===== config.mk =====
export PLATFORM = sky130hd
export DESIGN_NAME = reg_pipe
export DESIGN_NICKNAME = d
export VERILOG_FILES = /design/src/rtl/reg_pipe.sv
export SDC_FILE = /design/constraint.sdc
export NUM_CORES = 1
export LEC_CHECK = 0
export CAP_MARGIN = 15
export CORE_MARGIN = 5
export CORE_UTILIZATION = 45
export DETAILED_ROUTE_END_ITERATION = 8
export GPL_ROUTABILITY_DRIVEN = 0
export PLACE_DENSITY = 0.83
export SLEW_MARGIN = 30
export SYNTH_ARGS = -nofsm -noshare
export SYNTH_HDL_FRONTEND = slang
export SYNTH_SLANG_ARGS = --single-unit
export TNS_END_PERCENT = 50

===== constraint.sdc =====
create_clock -name clk -period 4.7 [get_ports clk]
set_input_delay 0.47 -clock clk [delete_from_list [all_inputs] [get_ports clk]]
set_output_delay 0.47 -clock clk [all_outputs]
set_load 0.02 [all_outputs]

===== src/rtl/reg_pipe.sv =====
// Elastic DEPTH-stage register pipeline with valid/ready handshake, bubble collapsing,
// synchronous flush and occupancy count. Define REG_PIPE_STALL_CNT_EN to add stall_cnt.
module reg_pipe #(
  parameter int unsigned SIZEDATA = 32,
  parameter int unsigned DEPTH    = 2,
  parameter int unsigned CNTW     = $clog2(DEPTH + 1)
) (
  input  logic                clk,
  input  logic                reset,
  input  logic                clear,
  input  logic [SIZEDATA-1:0] in_data,
  input  logic                in_valid,
  output logic                in_ready,
  output logic [SIZEDATA-1:0] out_data,
  output logic                out_valid,
  input  logic                out_ready,
  output logic [CNTW-1:0]     count
`ifdef REG_PIPE_STALL_CNT_EN
  ,
  output logic [31:0]         stall_cnt
`endif
);

  logic [SIZEDATA-1:0] data_q [DEPTH];
  logic [SIZEDATA-1:0] data_d [DEPTH];
  logic [DEPTH-1:0]    valid_q, valid_d;
  logic [DEPTH:0]      rdy;
  logic [CNTW-1:0]     count_q, count_d;
  logic                in_xfer, out_xfer;

  // A stage can load when it is empty or the stage after it is moving.
  always_comb begin : ready_chain
    logic r;
    rdy = '0;
    r = out_ready;
    rdy[DEPTH] = r;
    for (int k = int'(DEPTH) - 1; k >= 0; k--) begin
      r = !valid_q[k] || r;
      rdy[k] = r;
    end
  end

  assign in_ready  = rdy[0] && !clear;
  assign out_valid = valid_q[DEPTH-1];
  assign out_data  = data_q[DEPTH-1];
  assign in_xfer   = in_valid && in_ready;
  assign out_xfer  = out_valid && out_ready;
  assign count     = count_q;

  always_comb begin
    valid_d = valid_q;
    for (int k = 0; k < int'(DEPTH); k++) begin
      data_d[k] = data_q[k];
    end
    if (clear) begin
      valid_d = '0;
      for (int k = 0; k < int'(DEPTH); k++) begin
        data_d[k] = '0;
      end
    end else begin
      if (rdy[0]) begin
        valid_d[0] = in_valid;
        data_d[0]  = in_data;
      end
      for (int k = 1; k < int'(DEPTH); k++) begin
        if (rdy[k]) begin
          valid_d[k] = valid_q[k-1];
          data_d[k]  = data_q[k-1];
        end
      end
    end
  end

  always_comb begin
    count_d = count_q;
    if (clear) begin
      count_d = '0;
    end else if (in_xfer && !out_xfer) begin
      count_d = count_q + CNTW'(1);
    end else if (!in_xfer && out_xfer) begin
      count_d = count_q - CNTW'(1);
    end
  end

  always_ff @(posedge clk or posedge reset) begin
    if (reset) begin
      valid_q <= '0;
      count_q <= '0;
      for (int k = 0; k < int'(DEPTH); k++) begin
        data_q[k] <= '0;
      end
    end else begin
      valid_q <= valid_d;
      count_q <= count_d;
      for (int k = 0; k < int'(DEPTH); k++) begin
        data_q[k] <= data_d[k];
      end
    end
  end

`ifdef REG_PIPE_STALL_CNT_EN
  logic [31:0] stall_q;

  always_ff @(posedge clk or posedge reset) begin
    if (reset) begin
      stall_q <= '0;
    end else if (clear) begin
      stall_q <= '0;
    end else if (out_valid && !out_ready && stall_q != '1) begin
      stall_q <= stall_q + 32'd1;
    end
  end

  assign stall_cnt = stall_q;
`endif

endmodule


; ---- Yosys cells after proc, flatten, opt, wreduce, memory -nomap -nowiden
; Cells that the tools add are included.
[totals]
reg_bits = 68
in_bits = 37
output_inout_bits = 36
elab_cells = 31
[classes]
reduce_logical = 15
n_mux = 9
n_addsub = 2
[ops]
columns = operator, n
row1 = two-way mux 32 bit, 2
row2 = two-way mux 64 bit, 1
row3 = two-way mux 2 bit, 4
row4 = logical AND 1 bit, 5
row5 = logical NOT 1 bit, 5
row6 = nonzero test 2 bit, 2
row7 = nonzero test 3 bit, 1
row8 = adder 2 x 1 -> 2 bit (second input constant), 1
row9 = logical OR 1 bit, 2
row10 = two-way mux 1 bit, 2
row11 = subtractor 2 x 1 -> 2 bit (second input constant), 1

; ---- Depth between registers and ports, before layout
[depth]
depth_word = 10
mapped_depth = 5

; ---- Least setup slack after synthesis
; Ideal clock, no wire load.
[synth_path]
kind = register to output
start = register valid_q[1]
end = output port in_ready
path_stages_with_launch = 5
n_path_buf = 2
t_arrival_ps = 1233
path_slack_ps = 2997
path_cell_list = dfrtp_1 > and3b_1 > buf_4 > buf_6 > nor2_1
[synth_between]
elab_chain_len = 4
[synth_rtl]
columns = item, line
row1 = from (decl), 26  ; logic [DEPTH-1:0] valid_q, valid_d;
row2 = from (signal assigned), 93  ; valid_q <= valid_d;
row3 = logical NOT 1 bit, 38  ; r = !valid_q[k] || r;
row4 = logical OR 1 bit (2 in series), 38
row5 = logical AND 1 bit, 43  ; assign in_ready = rdy[0] && !clear;
row6 = to (decl), 13  ; output logic in_ready,
; Every way passes these cells.

; ---- Worst setup path after layout
[layout_path]
start = input port out_ready
end = output port in_ready
[layout_between]
elab_chain_len = 3
[layout_rtl]
columns = item, line
row1 = from (decl), 16  ; input logic out_ready,
row2 = logical OR 1 bit (2 in series), 38
row3 = logical AND 1 bit, 43
; Every way passes these cells.

==> results.yml <==
cts:
  cts_buffers: 9
  clk_pin_slew_worst_paths_ns: 0.07
  cts_resized: 0
  holdBufCountCts: 0
  clk_latency_ns: 0.33
  clock_path_buffers: 2
  cts-root-buf: "clkbuf_8"
  postCtsSetupBuffers: 0
  h-tree-depth: 3
  cts_tree: "yes"
  numClockSinks: 68
cells_and_area:
  final_layout_size_suffix_gt1_share_pct: 7.219
  multi_input_area_um2: 933.4
  stdcell_count: 454
  nets: 406
  synthToLayoutAreaGrowth_pct: 22.99
  fillers: 609
  regArea_um2: 1702
  final_util_pct: 55.81
  diodes: 0
timing:
  timing.setup.tns_ns: 0
  clock_skew_ns: 0.009246
  hold_viol_final: 0
  worst-slew-pin-transition_ns: 0.7195
  report.final.slew_viol_count: 0
  slew_headroom_pct: 51.82
  fmax_mhz: 409.4
  setup_viol: 0
  min_period_ns: 2.443
  final.period_utilization_pct: 51.98
  rsz0062_at_grt: "no"
  holdWs_ns: 0.5182
drt:
  routed-via-count: 2267
  wl_um: 6350
  avgRoutedWirePerCell_um: 13.99
  drt-initial-drc-count: 80
  vias_per_cell: 4.993
  first_pass_iters: 4
  ant_nets: 0
  drc: 0
global_routing:
  gr-total-overflow: 0
  grt_pass1_vias: 2306
  antenna_found_initial: 0
  grtUsageTotal_pct: 16.16
  grt_pass1_wl_um: 10960
  grt_max_degree: 72
floorplanning:
  die_area_um2: 8479
  die_y_um: 92.08
  num_io_pins: 73
  die_w_um: 92.08
  core_um2: 6681
  start_util_pct: 45.37
  rows: 30
synth:
  synth_seq_area_share_pct: 56.13
  ys_ff_latch: 68
  synth_cell_type_count: 17
  syn_nets: 372
  synthesis.area_um2: 3032
  synth_area_leader_cell: "dfrtp_1"
  synth_area_leaders: "dfrtp_1 56%, nand2_1 16%, a21oi_1 11%, buf_4 9.4%, buf_6 2.2%"
  syn_avg_cell_area_um2: 9.050
  yosysTopAreaCellShare_pct: 56.13
  syn_inst: 335
  ys_warn_count: 0
min_path:
  hold_class: "reg -> reg"
setup_path:
  worstPathRequired_ns: 4.23
  critPathLaunchType: "primary input"
  critPathKind: "in -> out"
  critPathMaxFanout: 7
  worst_ep_arrival_time_ns: 1.97
  critPathCaptureType: "output pin"
placement:
  dp_cells: 438
  dp_hpwl_um: 4072
  io_buffers: 72
pwr:
  ir_drop_mv: 0.1770
  cellLeakagePower_nw: 1.666
  pwr_density_cell_nw_per_um2: 357.6
  power_w: 0.001333
status:
  outcome: "completed"
flow_run:
  drv_cap: 0
## metal layers
metal	up-vias	wire [µm]	global-route usage, %
met1	1092	2746	20.28
met5	-	0	0
li1	1103	-	-
met4	0	81	5.569
met3	7	373	5.414
met2	65	3148	26.16
## cell families after synthesis
kind of cell | after synthesis | synth area share (%)
AO/OA/AOI/OAI | 67 | 11.10
buffers and inverters | 55 | 13.21
flip-flops | 68 | 56.13
multiplexers | 2 | 0.7428
AND/OR/NAND/NOR | 143 | 18.82
## cells in the mapped netlist
master / number
nand3b_1: 1
a31oi_1: 1
and4bb_2: 1
clkbuf_1: 5
a21oi_1: 65
dfrtp_1: 68
buf_2: 5
o21ai_0: 1
nor2_1: 7
nor2b_1: 3
and3b_1: 2
buf_4: 38
mux2_2: 2
inv_1: 1
or2b_1: 1
nand2_1: 128
buf_6: 6
## worst max-delay path, stage by stage
cell	delay [ns]
clkdlybuf4s50_1	0.58
and3b_1	0.22
nor2_1	0.09
clkdlybuf4s50_1	0.62
## cell type report
class                           instances  share of cell area (%)
Sequential cell                        68                   45.64
Multi-Input combinational cell        212                   25.03
Timing Repair Buffer                   77                   20.20
Clock buffer                           13                   4.530
Tap cell                               80                   2.685
Clock inverter                          3                   1.812
Inverter                                1                  0.1007
## through the flow
step           area, µm²  worst slack [ns]
6_report            3729             2.257
5_1_grt             3729             2.206
4_1_cts             3729             2.256
3_5_place_dp        3492             2.273
3_3_place_gp        3491             2.290
2_1_floorplan       3032             2.518
## final timing paths
check | depth (start not counted) | start | end | slack, ns
max in group asynchronous | 3 | reset | out_data[15]$_DFFE_PP0P_ | 3.21
setup / recovery | 4 | out_ready | in_ready | 2.26
setup reg to reg | 4 | valid_q[1]$_DFFE_PP0P_ | out_data[9]$_DFFE_PP0P_ | 2.93
hold reg to reg | 2 | data_q[38]$_DFFE_PP0P_ | data_q[38]$_DFFE_PP0P_ | 0.52
min in group asynchronous | 2 | reset | out_data[23]$_DFFE_PP0P_ | 0.57
hold / removal | 2 | data_q[38]$_DFFE_PP0P_ | data_q[38]$_DFFE_PP0P_ | 0.52
## cells in the final DEF (no fill, tap or decap)
master / Yosys / final
clkbuf_1: 5 / 1
clkdlybuf4s50_1: 0 / 71
buf_2: 5 / 1
mux2_2: 2 / 2
inv_2: 0 / 1
nor2b_1: 3 / 2
a31oi_1: 1 / 1
and4bb_2: 1 / 1
buf_4: 38 / 5
bufinv_16: 0 / 2
clkbuf_8: 0 / 12
nor2_1: 7 / 7
a21oi_1: 65 / 65
or2b_2: 0 / 1
dfrtp_1: 68 / 68
nand3b_1: 1 / 1
and3b_1: 2 / 2
nand2_1: 128 / 128
clkinvlp_4: 0 / 1
nor2b_2: 0 / 1
o21ai_0: 1 / 1
## sequential cells by signal, indices dropped and copies added, names as in the netlist
| register | count |
|---|---|
| count | 2 |
| out_data | 32 |
| valid_q | 2 |
| data_q | 32 |
## power breakdown
| group | internal (W) | total [W] | leakage (nW) | switching [W] |
|---|---|---|---|---|
| Sequential | 0.000615 | 0.000632 | 0.897 | 0.0000173 |
| Combinational | 0.0000716 | 0.000148 | 0.653 | 0.0000767 |
| Clock | 0.000343 | 0.000553 | 0.116 | 0.000210 |
| Total | 0.00103 | 0.00133 | 1.67 | 0.000304 |
No activity file was read; power rests on OpenSTA's default activity.
